<file path="config.mk">
export PLATFORM = sky130hd
export DESIGN_NAME = bcd_score_keeper_flat
export DESIGN_NICKNAME = d
export VERILOG_FILES = /design/src/rtl/bcd_score_keeper_if.sv /design/src/rtl/bcd_score_keeper.sv /design/src/flat_wrapper.sv
export SDC_FILE = /design/constraint.sdc
export NUM_CORES = 1
export LEC_CHECK = 0
export BUFFER_PORTS_ARGS = -buffer_cell sky130_fd_sc_hd__buf_4
export CORE_MARGIN = 4
export CORE_UTILIZATION = 59
export DETAILED_ROUTE_END_ITERATION = 6
export PLACE_DENSITY_LB_ADDON = 0.08
export SLEW_MARGIN = 30
export SYNTH_ARGS = -nofsm -noshare
export SYNTH_HDL_FRONTEND = slang
export SYNTH_SLANG_ARGS = --single-unit
</file>
<file path="constraint.sdc">
create_clock -name clk -period 23.6 [get_ports clk]
set_input_delay 3.54 -clock clk [delete_from_list [all_inputs] [get_ports clk]]
set_output_delay 3.54 -clock clk [all_outputs]
set_load 0.03 [all_outputs]
</file>
<file path="src/rtl/bcd_score_keeper_if.sv">
// Game-side bundle for bcd_score_keeper: event inputs from the playfield
// logic and the score/lives/display outputs toward the 7-segment driver.
interface bcd_score_keeper_if #(
   parameter int DIGITS = 4
);
   logic                  clr;
   logic                  hit;
   logic [3:0]            pts;
   logic                  miss;
   logic                  disp_sel;
   logic [4*DIGITS-1:0]   score;
   logic [4*DIGITS-1:0]   high;
   logic [3:0]            lives;
   logic                  game_over;
   logic                  new_high;
   logic [31:0]           seg_data;

   modport master (
      output clr, hit, pts, miss, disp_sel,
      input  score, high, lives, game_over, new_high, seg_data
   );

   modport slave (
      input  clr, hit, pts, miss, disp_sel,
      output score, high, lives, game_over, new_high, seg_data
   );
endinterface

</file>
<file path="src/rtl/bcd_score_keeper.sv">
// N-digit packed-BCD score keeper with lives, game-over detection and a
// high-score register; edges on hit/miss are detected internally.
module bcd_score_keeper #(
   parameter int DIGITS = 4,
   parameter int LIVES  = 3,
   parameter int WRAP   = 1
) (
   input logic                 clk,
   input logic                 reset,
   bcd_score_keeper_if.slave   bus
);
   localparam int         SW         = 4 * DIGITS;
   localparam logic [3:0] LIVES_INIT = 4'(LIVES);

   logic            r_hit_d;
   logic            r_miss_d;
   logic [SW-1:0]   r_score;
   logic [SW-1:0]   r_high;
   logic [3:0]      r_lives;
   logic            r_game_over;
   logic            r_new_high;

   logic            w_hit_e;
   logic            w_miss_e;
   logic [3:0]      w_pts;
   logic [SW:0]     w_sum;
   logic [SW-1:0]   w_add_score;
   logic [SW-1:0]   w_score_nxt;
   logic            w_last_miss;
   logic [SW-1:0]   w_sel;

   function automatic logic [3:0] clamp_pts(input logic [3:0] p);
      return (p > 4'd9) ? 4'd9 : p;
   endfunction

   // Returns {carry_out, sum}; decimal carry ripples from digit 0 upward.
   function automatic logic [SW:0] bcd_add(input logic [SW-1:0] a, input logic [3:0] p);
      logic [4:0]    s;
      logic          c;
      logic [SW-1:0] r;
      c = 1'b0;
      r = '0;
      for (int i = 0; i < DIGITS; i++) begin
         s = {1'b0, a[4*i +: 4]} + ((i == 0) ? {1'b0, p} : 5'd0) + {4'd0, c};
         if (s > 5'd9) begin
            r[4*i +: 4] = 4'(s - 5'd10);
            c = 1'b1;
         end else begin
            r[4*i +: 4] = s[3:0];
            c = 1'b0;
         end
      end
      return {c, r};
   endfunction

   function automatic logic [SW-1:0] bcd_saturate(input logic [SW:0] s);
      if (s[SW] && (WRAP == 0))
         return {DIGITS{4'h9}};
      return s[SW-1:0];
   endfunction

   assign w_hit_e     = bus.hit & ~r_hit_d;
   assign w_miss_e    = bus.miss & ~r_miss_d;
   assign w_pts       = clamp_pts(bus.pts);
   assign w_sum       = bcd_add(r_score, w_pts);
   assign w_add_score = bcd_saturate(w_sum);
   assign w_score_nxt = w_hit_e ? w_add_score : r_score;
   assign w_last_miss = w_miss_e && (r_lives == 4'd1);

   always_ff @(posedge clk) begin
      if (reset) begin
         r_hit_d     <= 1'b0;
         r_miss_d    <= 1'b0;
         r_score     <= '0;
         r_high      <= '0;
         r_lives     <= LIVES_INIT;
         r_game_over <= 1'b0;
         r_new_high  <= 1'b0;
      end else begin
         r_hit_d    <= bus.hit;
         r_miss_d   <= bus.miss;
         r_new_high <= 1'b0;
         if (bus.clr) begin
            r_score     <= '0;
            r_lives     <= LIVES_INIT;
            r_game_over <= 1'b0;
         end else if (!r_game_over) begin
            r_score <= w_score_nxt;
            if (w_miss_e && (r_lives > 4'd1)) begin
               r_lives <= r_lives - 4'd1;
            end else if (w_last_miss) begin
               r_lives     <= 4'd0;
               r_game_over <= 1'b1;
               // Packed BCD orders the same as unsigned binary.
               if (w_score_nxt > r_high) begin
                  r_high     <= w_score_nxt;
                  r_new_high <= 1'b1;
               end
            end
         end
      end
   end

   assign w_sel = bus.disp_sel ? r_high : r_score;

   generate
      if (SW == 32) begin : g_full
         assign bus.seg_data = w_sel;
      end else begin : g_pad
         assign bus.seg_data = {{(32-SW){1'b0}}, w_sel};
      end
   endgenerate

   assign bus.score     = r_score;
   assign bus.high      = r_high;
   assign bus.lives     = r_lives;
   assign bus.game_over = r_game_over;
   assign bus.new_high  = r_new_high;
endmodule

</file>
<file path="src/flat_wrapper.sv">
// flat-port wrapper written by rule: the top's interface ports become plain ports
module bcd_score_keeper_flat 
#(
   parameter int DIGITS = 4,
   parameter int LIVES  = 3,
   parameter int WRAP   = 1
)
  (clk, reset, bus_clr, bus_hit, bus_pts, bus_miss, bus_disp_sel, bus_score, bus_high, bus_lives, bus_game_over, bus_new_high, bus_seg_data);
  bcd_score_keeper_if #(.DIGITS(DIGITS)) bus_i ();
  input logic clk;
  input logic reset;
  input wire logic [$bits(bus_i.clr)-1:0] bus_clr;
  input wire logic [$bits(bus_i.hit)-1:0] bus_hit;
  input wire logic [$bits(bus_i.pts)-1:0] bus_pts;
  input wire logic [$bits(bus_i.miss)-1:0] bus_miss;
  input wire logic [$bits(bus_i.disp_sel)-1:0] bus_disp_sel;
  output wire logic [$bits(bus_i.score)-1:0] bus_score;
  output wire logic [$bits(bus_i.high)-1:0] bus_high;
  output wire logic [$bits(bus_i.lives)-1:0] bus_lives;
  output wire logic [$bits(bus_i.game_over)-1:0] bus_game_over;
  output wire logic [$bits(bus_i.new_high)-1:0] bus_new_high;
  output wire logic [$bits(bus_i.seg_data)-1:0] bus_seg_data;
  assign bus_i.clr = bus_clr;
  assign bus_i.hit = bus_hit;
  assign bus_i.pts = bus_pts;
  assign bus_i.miss = bus_miss;
  assign bus_i.disp_sel = bus_disp_sel;
  assign bus_score = bus_i.score;
  assign bus_high = bus_i.high;
  assign bus_lives = bus_i.lives;
  assign bus_game_over = bus_i.game_over;
  assign bus_new_high = bus_i.new_high;
  assign bus_seg_data = bus_i.seg_data;
  bcd_score_keeper #(.DIGITS(DIGITS), .LIVES(LIVES), .WRAP(WRAP)) u_core (.clk(clk), .reset(reset), .bus(bus_i));
endmodule
</file>
# ---- Word-level counts from Yosys, hierarchy flattened
# Index checks and enable logic that the tools add are counted.
dict set report totals {
  reg_bits 40
  input_bits 10
  output_inout_bits 70
  elab_cells 55
}
dict set report classes {
  n_addsub 9
  order_cmp 7
  n_eq_ne 1
  muxes 16
  bitwise 8
  reduce_logical 7
}
# operator n
set ops {}
lappend ops {{$mux W16} 2}
lappend ops {{$mux W4} 7}
lappend ops {{$gt A5 B4 Y1 const B} 4}
lappend ops {{$gt A16 B16 Y1} 1}
lappend ops {{$sub A4 B4 Y4 const B} 4}
lappend ops {{$add A4 B1 Y5} 3}
lappend ops {{$mux W1} 7}
lappend ops {{$not A1 Y1} 6}
lappend ops {{$add A4 B4 Y5} 1}
lappend ops {{$reduce_and A5 Y1} 1}
lappend ops {{$reduce_or A5 Y1} 1}
lappend ops {{$eq A4 B1 Y1 const B} 1}
lappend ops {{$gt A4 B1 Y1 const B} 1}
lappend ops {{$gt A4 B4 Y1 const B} 1}
lappend ops {{$sub A4 B1 Y4 const B} 1}
lappend ops {{$and A1 B1 Y1} 2}
lappend ops {{$logic_and A1 B1 Y1} 2}
lappend ops {{$reduce_and A2 Y1} 1}
lappend ops {{$reduce_bool A2 Y1} 1}
lappend ops {{$reduce_or A2 Y1} 1}

# ---- Logic depth before layout (Yosys ltp)
# Gate-level depths: netlist of the first run.
dict set report depth {
  depth_word 17
  depth_mapped 35
  mapped_depth_nobuf 33
}

# ---- Worst setup path before layout of the first run
# Ideal clock, no wire load.
dict set report synth_timing {
  path_kind {in2reg}
  from {in bus_pts[2]}
  to {reg u_core.r_high[9] (netlist: u_core.bus.high[9])}
  setup_ns 0.072
  arrival_time_ns 10.226
  required_time_ns 23.528
  slack_ns 13.303
  stages 35
  n_path_buf 2
  cell_sequence {o21ai_0 > nand2b_1 > ha_1 > inv_1 > fa_1 > xnor2_1 > nor2b_1 > o31ai_1 > ha_1 > ha_1 > buf_2 > nand2b_1 > a31oi_1 > nor3_1 > ha_1 > ha_1 > or2_2 > a21oi_1 > nor2_1 > ha_1 > ha_1 > xnor2_1 > ha_1 > nand2_1 > a22o_1 > or4_1 > and3_1 > inv_1 > ha_1 > nand4_2 > nor4_4 > a2111o_1 > a31oi_4 > buf_12 > mux2i_1}
}
dict set report synth_between {
  elab_chain_cells 17
  elab_cells_between_ends 24
  classes_between {8 x add/sub; 6 x order compare; 9 x mux; 1 x reduce/logical}
}
# item line
set synth_lines {}
lappend synth_lines {{start, declared} flat_wrapper.sv:14} ;# input wire logic [$bits(bus_i.pts)-1:0] bus_pts;
lappend synth_lines {{$gt A4 B4 Y1} bcd_score_keeper.sv:33} ;# return (p > 4'd9) ? 4'd9 : p;
lappend synth_lines {{$mux W4 *} bcd_score_keeper.sv:33}
lappend synth_lines {{$add A4 B4 Y5 *} bcd_score_keeper.sv:44} ;# s = {1'b0, a[4*i +: 4]} + ((i == 0) ? {1'b0, p} : 5'd0) + {4'd0, c};
lappend synth_lines {{$gt A5 B4 Y1 *} bcd_score_keeper.sv:45} ;# if (s > 5'd9) begin
lappend synth_lines {{$mux W1 *} bcd_score_keeper.sv:45}
lappend synth_lines {{$add A4 B1 Y5 *} bcd_score_keeper.sv:44}
lappend synth_lines {{$gt A5 B4 Y1 *} bcd_score_keeper.sv:45}
lappend synth_lines {{$mux W1 *} bcd_score_keeper.sv:45}
lappend synth_lines {{(+2 left out)} --}
lappend synth_lines {{$mux W1 *} bcd_score_keeper.sv:45}
lappend synth_lines {{$add A4 B1 Y5 *} bcd_score_keeper.sv:44}
lappend synth_lines {{$sub A4 B4 Y4 or $gt A5 B4 Y1 (tied branches)} {bcd_score_keeper.sv:46, bcd_score_keeper.sv:45}}
lappend synth_lines {{$mux W4 *} bcd_score_keeper.sv:45}
lappend synth_lines {{$mux W16 *} bcd_score_keeper.sv:67} ;# assign w_score_nxt = w_hit_e ? w_add_score : r_score;
lappend synth_lines {{named net u_core.w_score_nxt[13]} bcd_score_keeper.sv:28} ;# logic [SW-1:0] w_score_nxt;
lappend synth_lines {{$gt A16 B16 Y1 *} bcd_score_keeper.sv:95} ;# if (w_score_nxt > r_high) begin
lappend synth_lines {{$reduce_and A5 Y1 (no source line) *} --}
lappend synth_lines {{end signal, assigned} bcd_score_keeper.sv:96} ;# r_high <= w_score_nxt;
lappend synth_lines {{end, declared} bcd_score_keeper.sv:18} ;# logic [SW-1:0] r_high;
# The timed path passes the listed nets; every way through them passes the cells marked *.
# A chain may end at the register's enable or synchronous reset.

# ---- Final worst setup path of the first run
dict set report layout_timing {
  from {in bus_pts[3]}
  to {reg u_core.r_high[15] (netlist: u_core.bus.high[15])}
}
# The elaborated chain is that of the path after synthesis.

==> summary.txt, run 1 <==
Timing
  – Endpoints failing hold: 0
  – Setup TNS: 0 ps
  – Slew @ Worst Pin: 1000 ps
  – Clk_skew: approximately 5.7 ps
  – # setup viols final: 0
  – Final period util: 47.9%
  – Max frequency: 88.4 MHz
  – Worst hold slack: just over 500 ps
  – RSZ-0062 raised after global routing: no
  – Max-slew violations: 0
  – Tmin final: around 11000 ps
  – Slew headroom: about 33%

Die
  – Die area: between 7000 and 8000 sq um
  – # IOs: 80
  – Initial Util: approximately three fifths
  – Die X: approximately 86 microns
  – Core ar.: ~6000 sq um
  – Core Rows: 28
  – Die Ht: roughly 86 microns

Logic synthesis
  – Adder-cell share of the synthesized area: around an eighth
  – Seq/Total Area, Yosys: 22.1%
  – Synth Warn #: 0
  – Mapped Cells: 449
  – Mux share of post-synthesis cell area: 8.76%
  – Simple-gate area share of the yosys netlist: 21.1%
  – Mapped Avg Cell Area: around 8.1 sq um
  – Post-synthesis compound-gate area fraction: about a quarter
  – Number of synthesized flops with an enable pin: 0
  – Area leader, netlist: dfxtp_1
  – Main area contributors after synthesis: dfxtp_1 (22%), ha_1 (11%), a21oi_1 (4.4%), mux2i_1 (4.4%), mux2_2 (4.3%)
  – Synth unique cells: between 70 and 80
  – Top-area cell type share of the netlist area: between 20 and 25%
  – Xor/xnor share of the synthesized area: between 1 and 1.5%
  – Top_reg_cell synth: dfxtp_1
  – Flop and latch count out of synthesis: 40
  – Largest family of logic cells by synthesized area: compound AO/OA/AOI/OAI gates
  – Post-synth ARST share: 0%
  – Top cells by count, synth: dfxtp_1 (40), nand2_1 (40), inv_1 (37), ha_1 (33)
  – Post-Syn Area: about 3600 sq um

Finish
  – Final Cell Area: 4120 sq um
  – Share of post-route cells with drive strength above 1: about a fifth
  – Register Area: between 800 and 900 sq um
  – Multi-input gate area: 2480 sq um
  – Layout area overhead: 13.6%
  – Final Util: between 60% and 70%
  – ANT cells: 0
  – Nets: ~540
  – Fillers: 479

Place
  – Final HPWL DP: 6610 microns
  – Placer Congestion: approximately 0.89
  – Post-Place Cell Area: around 4000 sq um
  – PortBufs: 63

GRT
  – Global-route wire length before repair: about 14000 microns
  – GR peak layer: met2
  – M3 GR Usage: 4.47%
  – GR Overflow Total: 0
  – GRT Util Overall: approximately a quarter
  – Vias in the first global route: 3101
  – GRT met1 Usage: about 32%
  – Largest net degree at the start of global routing: 24
  – M2 GR Usage: between 30% and 40%
  – Initial antenna violation count: 0

Clock tree
  – PostCTS Resize Cnt: 0
  – H-Tree Depth: 2
  – Total CTS buffers: 5
  – Clock Path Buffers: 2
  – Clock Sinks: 40
  – Clock tree root driver cell: clkbuf_8
  – Hold_buf cts: 0
  – Reg clk slew, reported paths: approximately 80 ps
  – CTS tree: done
  – # Post-CTS Setup Buffers: 0
  – Clk_lat worst skew: 300 ps

Worst setup path
  – Startpoint Class: primary input
  – Crit Path Class: in -> reg
  – Req. time, crit path: around 24000 ps
  – Top cell by count, worst path: ha_1
  – Worst path max stage delay: 600 ps
  – R2r worst-path depth: 31
  – Slowest CP cell: a31oi_4
  – Worst Path Arrival: roughly 12000 ps
  – Worst setup EP type: register
  – Crit-path max FO: 15

Status
  – Outcome: finished, final reports clean

Flow run
  – Max-Cap Viols: 0

Power and ir drop
  – Leak pwr: ~1.8 nW
  – Max IR drop VDD: 31.3 uV
  – PD cells: ~42 nW/um^2

Drt
  – Via count: ~3400
  – DRT antenna net count: 0
  – Final WL: between 8000 and 9000 microns
  – Drt first pass iters: 5
  – # DRC: 0
  – DR iter-0 viols: between 200 and 250
  – DR vias/cell: between 5 and 6
  – DR WL/cell: 15.4 microns

Hold path
  – Worst hold stages: 2
  – Hold Path Class: reg -> reg
-- cells by family (layout without fill, tap and decap cells) --
group / Yosys count / after routing
AO/OA/AOI/OAI: 119 / 119
multiplexers: 30 / 30
other: 1 / 16
adder cells (fa/ha/maj): 34 / 34
AND/OR/NAND/NOR: 140 / 140
flip-flops: 40 / 40
buffers and inverters: 79 / 110
XOR/XNOR: 6 / 6
-- routing by layer --
metal	wire length (microns)	share of wire, %	vias to the layer above
met3	638	7.3	16
met2	3980	45	136
met5	0	0	-
li1	-	-	1677
met1	4000	46	1555
met4	158	1.8	0
-- power breakdown --
part / total [mW] / leakage (nW) / switching [mW] / internal (mW)
clock: 0.0627 / 0.0645 / 0.0253 / 0.0373
combinational: 0.0404 / 1.45 / 0.0262 / 0.0142
sequential: 0.0700 / 0.324 / 0.00154 / 0.0685
total: 0.173 / 1.84 / 0.0531 / 0.120
-- state kept, by name, indices dropped and copies added, names as in the netlist --
| name | cells |
|---|---|
| u_core.bus.high | 16 |
| u_core.bus.lives | 4 |
| u_core.r_miss_d | 1 |
| u_core.bus.game_over | 1 |
| u_core.r_hit_d | 1 |
| u_core.bus.new_high | 1 |
| u_core.bus.score | 16 |
-- final timing paths --
path | startpoint | end | slack (ps)
setup / recovery | bus_pts[3] | u_core.bus.high[15]$_SDFFE_PP0P_ | 12290
hold reg to reg | u_core.bus.high[2]$_SDFFE_PP0P_ | u_core.bus.high[2]$_SDFFE_PP0P_ | 500
hold / removal | u_core.bus.high[2]$_SDFFE_PP0P_ | u_core.bus.high[2]$_SDFFE_PP0P_ | 500
setup reg to reg | u_core.bus.score[0]$_SDFFE_PP0N_ | u_core.bus.high[15]$_SDFFE_PP0P_ | 15340
-- layout by cell type (no fill, tap or decap), types with 6 or more instances in the layout --
master    Yosys  routed
buf_4        17      64
nand2_1      40      40
dfxtp_1      40      40
inv_1        37      37
ha_1         33      33
a21oi_1      32      32
nor2_1       32      32
o21ai_0      21      21
mux2i_1      16      16
conb_1        1      16
mux2_2       14      14
nor2b_1      11      11
nand2b_1      8       8
nor3_1        7       7
clkbuf_8      0       7
o311ai_0      6       6
-- worst max-delay path, delay by kind of cell --
| kind | cells | cell delay, ps |
|---|---|---|
| compound gates | 6 | 1670 |
| buf+inv | 3 | 230 |
| simple gates | 12 | 2480 |
| xor+xnor | 2 | 590 |
| fa+ha+maj | 10 | 2740 |
| mux | 1 | 250 |
-- stage by stage --
| step | cells | setup WS (ps) | total power, mW |
|---|---|---|---|
| after global placement | 562 | 12410 | 0.111 |
| after global routing | 570 | 11660 | 0.181 |
| final | 570 | 12290 | 0.173 |
| after CTS | 570 | 12370 | 0.174 |
| after detailed placement | 562 | 12090 | 0.112 |
| after floorplan | 464 | 13300 | 0.105 |
-- cell type report --
type                       instances  area share [%]
multi-input combinational        345            60.1
clock inverter                     1           0.729
sequential                        40            19.4
timing repair buffer              64            11.7
clock buffer                       7            2.34
tap                               75            2.28
inverter                          38            3.46
Power figures use the tool's default switching activity.
==> inputs of run 2 (changes only) <==
--- a/config.mk
+++ b/config.mk
@@ -7,7 +7,7 @@
 export LEC_CHECK = 0
 export BUFFER_PORTS_ARGS = -buffer_cell sky130_fd_sc_hd__buf_4
 export CORE_MARGIN = 4
-export CORE_UTILIZATION = 59
+export CORE_UTILIZATION = 56
 export DETAILED_ROUTE_END_ITERATION = 6
 export PLACE_DENSITY_LB_ADDON = 0.08
 export SLEW_MARGIN = 30
==> constraint.sdc (replaced) <==
create_clock -name clk -period 10.7 [get_ports clk]
set_input_delay 1.605 -clock clk [delete_from_list [all_inputs] [get_ports clk]]
set_output_delay 1.605 -clock clk [all_outputs]
set_load 0.03 [all_outputs]
==> run 2 against run 1 <==
- clock skew shrank 3.3 ps
- wire length grew 1.3%
- critical path type unchanged
- sequential cell count is the same
- cell count grew 0.35%
==> summary.txt, run 2 (synthesis gave the netlist of run 1 again) <==
Status
  – Outcome: finished, final reports clean

Finish
  – Final Util: between 60% and 70%
  – Leading cell types in the layout, fill and taps excluded: buf_4 (64), nand2_1 (40), dfxtp_1 (40)
  – Fillers: between 500 and 600
  – Nets: 538
  – Share of post-route cells with drive strength above 1: a little over a fifth
  – Commonest non-fill, non-tap cell in the layout: buf_4
  – Multi-input gate area: around 2500 sq um
  – Layout area overhead: 13.2%
  – ANT cells: 0
  – Final Cell Area: 4110 sq um
  – Register Area: ~800 sq um

Hold path
  – Worst hold stages: 2
  – Hold endpoint: u_core.bus.high[2]$_SDFFE_PP0P_
  – Hold Path Class: reg -> reg
  – Min-delay src: u_core.bus.high[2]$_SDFFE_PP0P_

Power and ir drop
  – Max IR drop VDD: roughly 60 uV
  – PD cells: 89.5 nW/um^2
  – Leak pwr: about 1.8 nW

Die
  – Initial Util: a little under three fifths
  – Core ar.: 6310 sq um
  – Die Ht: approximately 90 microns
  – Die area: 7830 sq um
  – Die X: slightly below 90 microns
  – Core Rows: 29
  – # IOs: 80

Clock tree
  – Clk_lat worst skew: just under 300 ps
  – PostCTS Resize Cnt: 0
  – H-Tree Depth: 2
  – # Post-CTS Setup Buffers: 0
  – Clock tree root driver cell: clkbuf_8
  – Reg clk slew, reported paths: roughly 80 ps
  – Clock Sinks: 40
  – Clock Path Buffers: 2
  – Hold_buf cts: 0
  – CTS tree: done
  – Total CTS buffers: 5

Worst setup path
  – Worst Path Arrival: between 9000 and 10000 ps
  – R2r worst-path depth: 31
  – Req. time, crit path: 10920 ps
  – Slowest CP cell: a31oi_4
  – FF-to-FF Start: u_core.bus.score[0]$_SDFFE_PP0N_
  – Worst setup EP type: register
  – Crit Reg-Reg Endpoint: u_core.bus.high[11]$_SDFFE_PP0P_
  – Startpoint Class: primary input
  – Worst path max stage delay: around 560 ps
  – Crit Path Class: in -> reg
  – Crit-path max FO: 15
  – Reg-to-reg slack, setup: about 2400 ps
  – Top cell by count, worst path: ha_1

Timing
  – Max frequency: between 100 and 150 MHz
  – # setup viols final: 0
  – RSZ-0062 raised after global routing: no
  – Worst hold slack: around 500 ps
  – Tmin final: roughly 9400 ps
  – Setup TNS: 0 ps
  – Endpoints failing hold: 0
  – Clk_skew: around 2.4 ps
  – Final period util: slightly below 90%
  – Slew @ Worst Pin: 991 ps
  – Max-slew violations: 0
  – Slew headroom: 33.8%

Flow run
  – Max-Cap Viols: 0

Drt
  – Drt first pass iters: 5
  – DR iter-0 viols: between 200 and 250
  – Via count: 3427
  – DR WL/cell: between 15 and 20 microns
  – # DRC: 0
  – DR vias/cell: roughly 6
  – DRT antenna net count: 0
  – Final WL: between 8000 and 9000 microns

GRT
  – Largest net degree at the start of global routing: 24
  – GR Overflow Total: 0
  – Initial antenna violation count: 0
  – Global-route wire length before repair: between 10000 and 15000 microns
  – Vias in the first global route: around 3000
  – GRT Util Overall: a little under a quarter

Place
  – Post-Place Cell Area: 4000 sq um
  – Final HPWL DP: between 6000 and 7000 microns
  – PortBufs: 63
  – Placer Congestion: 0.923
run 2: cell count changes in the layout (fill, tap and decap cells not counted), sizes merged:
cell and change:
clkbuf -1, clkinv +1
run 2: worst max-delay path, delay by kind of cell:
kind / cells / cell delay (ps)
fa+ha+maj: 10 / 2810
compound gates: 6 / 1620
mux: 1 / 270
simple gates: 12 / 2550
buf+inv: 3 / 220
xor+xnor: 2 / 590
run 2: routing by layer:
layer / global-route usage (%) / vias up / share of wire, %
met5: 0 / - / 0
met4: 8.10 / 0 / 1.7
met1: 33.8 / 1606 / 46
met2: 35.3 / 119 / 45
met3: 4.56 / 12 / 7.1
li1: - / 1690 / -
run 2: how the worst max path moves through the flow:
stage	from	end	slack [ps]	cells past startpoint
6_report	bus_pts[3]	u_core.bus.high[11]$_SDFFE_PP0P_	1270	34
5_1_grt	bus_pts[3]	u_core.bus.high[11]$_SDFFE_PP0P_	600	34
3_3_place_gp	bus_pts[3]	u_core.bus.high[15]$_SDFFE_PP0P_	1410	34
3_5_place_dp	bus_pts[3]	u_core.bus.high[11]$_SDFFE_PP0P_	1020	34
4_1_cts	bus_pts[3]	u_core.bus.high[11]$_SDFFE_PP0P_	1310	34
2_1_floorplan	bus_pts[2]	u_core.bus.high[9]$_SDFFE_PP0P_	2340	35
run 2: layout make-up:
| type | count | area share [%] |
|---|---|---|
| multi-input cells | 345 | 60.3 |
| flip-flops and latches | 40 | 19.5 |
| well taps | 77 | 2.35 |
| inverters | 38 | 3.47 |
| clock inverters | 2 | 0.853 |
| clock buffers | 6 | 1.77 |
| repair buffers | 64 | 11.7 |
run 2: power by group:
group / switching [mW] / internal, mW / total [mW]
clock: 0.0549 / 0.0693 / 0.124
sequential: 0.00353 / 0.151 / 0.155
combinational: 0.0577 / 0.0312 / 0.0889
run 2: stage by stage:
stage / worst slack (ps) / std cells / total power, mW
after detailed placement: 1020 / 564 / 0.246
after CTS: 1310 / 572 / 0.370
after global routing: 596 / 572 / 0.389
after global placement: 1410 / 564 / 0.245
after floorplan: 2340 / 464 / 0.231
final: 1270 / 572 / 0.368
==> inputs of run 3 (changes only) <==
--- a/config.mk
+++ b/config.mk
@@ -9,6 +9,7 @@
 export CORE_MARGIN = 4
 export CORE_UTILIZATION = 56
 export DETAILED_ROUTE_END_ITERATION = 6
+export GPL_TIMING_DRIVEN = 0
 export PLACE_DENSITY_LB_ADDON = 0.08
 export SLEW_MARGIN = 30
 export SYNTH_ARGS = -nofsm -noshare
==> run 3 against run 2 <==
- non-clock buffer count increased by 38
- critical path depth up 2
- cell count increased by 6.6%
- total power down 0.62%
- sequential share of layout area is 1.0 points lower
- hold slack lost 10 ps
- wire length up 11%
- count of clock-buffer cells in the layout is the same
- clock skew increased by 6.2 ps
- sequential power about the same
- maximum frequency up 0.58%
- global-route usage rose by 2.3 points
- highest routed layer unchanged
==> summary.txt, run 3 (synthesis gave the netlist of run 1 again) <==
Status
  – Outcome: finished, final reports clean

Hold path
  – Min-delay src: u_core.bus.high[15]$_SDFFE_PP0P_
  – Worst hold stages: 2
  – Hold Path Class: reg -> reg
  – Hold endpoint: u_core.bus.high[15]$_SDFFE_PP0P_

Flow run
  – Max-Cap Viols: 0

Die
  – Die Ht: about 90 microns
  – Initial Util: roughly 57%
  – Core ar.: approximately 6300 sq um
  – # IOs: 80
  – Die area: between 7000 and 8000 sq um
  – Core Rows: 29
  – Die X: approximately 90 microns

Timing
  – Max frequency: about 110 MHz
  – Clk_skew: approximately 8.6 ps
  – # setup viols final: 0
  – Slew headroom: 51.4%
  – Endpoints failing hold: 0
  – Final period util: ~88%
  – Slew @ Worst Pin: roughly 730 ps
  – Max-slew violations: 0
  – RSZ-0062 raised after global routing: no
  – Tmin final: ~9400 ps
  – Setup TNS: 0 ps

Clock tree
  – H-Tree Depth: 2
  – Clk_lat worst skew: between 300 and 400 ps
  – Clock tree root driver cell: clkbuf_8
  – CTS tree: done
  – Total CTS buffers: 5
  – Clock Path Buffers: 2
  – # Post-CTS Setup Buffers: 0
  – Hold_buf cts: 0
  – Reg clk slew, reported paths: 80 ps
  – PostCTS Resize Cnt: 0
  – Clock Sinks: 40

Worst setup path
  – Crit-path max FO: 10
  – Top delay family on crit path: simple AND/OR/NAND/NOR gates
  – CP bufs+invs: 5
  – Startpoint Class: primary input
  – Reg-to-reg slack, setup: around 2500 ps
  – R2r worst-path depth: 33
  – Req. time, crit path: between 10000 and 15000 ps
  – Worst Path Arrival: between 9000 and 10000 ps
  – Worst setup EP type: register
  – Slowest CP cell: nor4_4
  – FF-to-FF Start: u_core.bus.score[0]$_SDFFE_PP0N_
  – Crit Reg-Reg Endpoint: u_core.bus.high[10]$_SDFFE_PP0P_
  – Worst path max stage delay: between 400 and 500 ps
  – Crit Path Class: in -> reg
  – Top cell by count, worst path: ha_1

Finish
  – Fillers: between 500 and 600
  – Layout area overhead: 19.5%
  – Share of post-route cells with drive strength above 1: roughly a quarter
  – Leading cell types in the layout, fill and taps excluded: buf_4 (78), nand2_1 (40), dfxtp_1 (40)
  – Commonest non-fill, non-tap cell in the layout: buf_4
  – Final Util: approximately 69%
  – ANT cells: 0
  – Nets: between 500 and 600

GRT
  – GRT Util Overall: 25.8%
  – Global-route wire length before repair: 15800 microns
  – Vias in the first global route: between 3000 and 4000
  – GR Overflow Total: 0
  – Largest net degree at the start of global routing: 14
  – Initial antenna violation count: 0

Drt
  – Via count: 3602
  – # DRC: 0
  – DRT antenna net count: 0
  – DR vias/cell: between 5 and 6
  – Final WL: around 10000 microns
  – Drt first pass iters: 5
  – DR iter-0 viols: roughly 300
  – DR WL/cell: 16.2 microns

Power and ir drop
  – Design Power: between 300 and 400 uW
  – Max IR drop VDD: 57.8 uV
  – PD cells: ~84 nW/um^2
  – Leak pwr: a little under 2 nW

Place
  – Final HPWL DP: between 7000 and 8000 microns
  – PortBufs: just over 60
  – Placer Congestion: a little under 0.9
[run 3: report_power, final]
part	leakage [nW]	internal, mW	switching (mW)	total, mW
clock network	0.0434	0.0523	0.0608	0.113
registers	0.324	0.151	0.00308	0.154
logic	1.60	0.0365	0.0616	0.0981
total	1.96	0.240	0.125	0.365
[run 3: metrics by stage]
stage | setup WS, ps | instance area [sq um] | hold WS [ps] | std cells
finish | 1330 | 4340 | 492 | 610
global route | 746 | 4340 | 523 | 610
CTS | 1400 | 4340 | 495 | 610
detailed placement | 1140 | 4240 | 481 | 602
global placement | 1400 | 4240 | 473 | 602
floorplan | 2340 | 3680 | 571 | 464
[run 3: worst max path at each step]
stage | start | endpoint | slack [ps] | depth (start not counted)
6_report | bus_pts[3] | u_core.bus.high[10]$_SDFFE_PP0P_ | 1330 | 36
5_1_grt | bus_pts[3] | u_core.bus.high[9]$_SDFFE_PP0P_ | 750 | 36
4_1_cts | bus_pts[3] | u_core.bus.high[10]$_SDFFE_PP0P_ | 1400 | 36
3_5_place_dp | bus_pts[3] | u_core.bus.high[10]$_SDFFE_PP0P_ | 1140 | 36
3_3_place_gp | bus_pts[3] | u_core.bus.high[15]$_SDFFE_PP0P_ | 1400 | 36
2_1_floorplan | bus_pts[2] | u_core.bus.high[9]$_SDFFE_PP0P_ | 2340 | 35
[run 3: tightest hold or removal path, stage by stage (launching register included)]
cell	delay, ps
dfxtp_1	330
nand2_1	60
mux2i_1	60
[run 3: layer usage]
layer / track usage [%] / share of wire [%] / vias up
met5: 0 / 0 / -
met4: 7.55 / 1.8 / 0
met3: 4.75 / 8.3 / 22
met2: 43.4 / 47 / 159
met1: 33.8 / 42 / 1667
li1: - / - / 1754
[run 3: final cells by class]
class / count / area [sq um] / share of cell area [%]
clock buffer: 6 / 82.6 / 1.90
sequential: 40 / 801 / 18.5
multi-input combinational: 345 / 2480 / 57.1
buffer: 41 / 263 / 6.06
timing repair buffer: 61 / 458 / 10.6
clock inverter: 2 / 15.0 / 0.346
tap: 77 / 96.3 / 2.22
inverter: 38 / 143 / 3.29
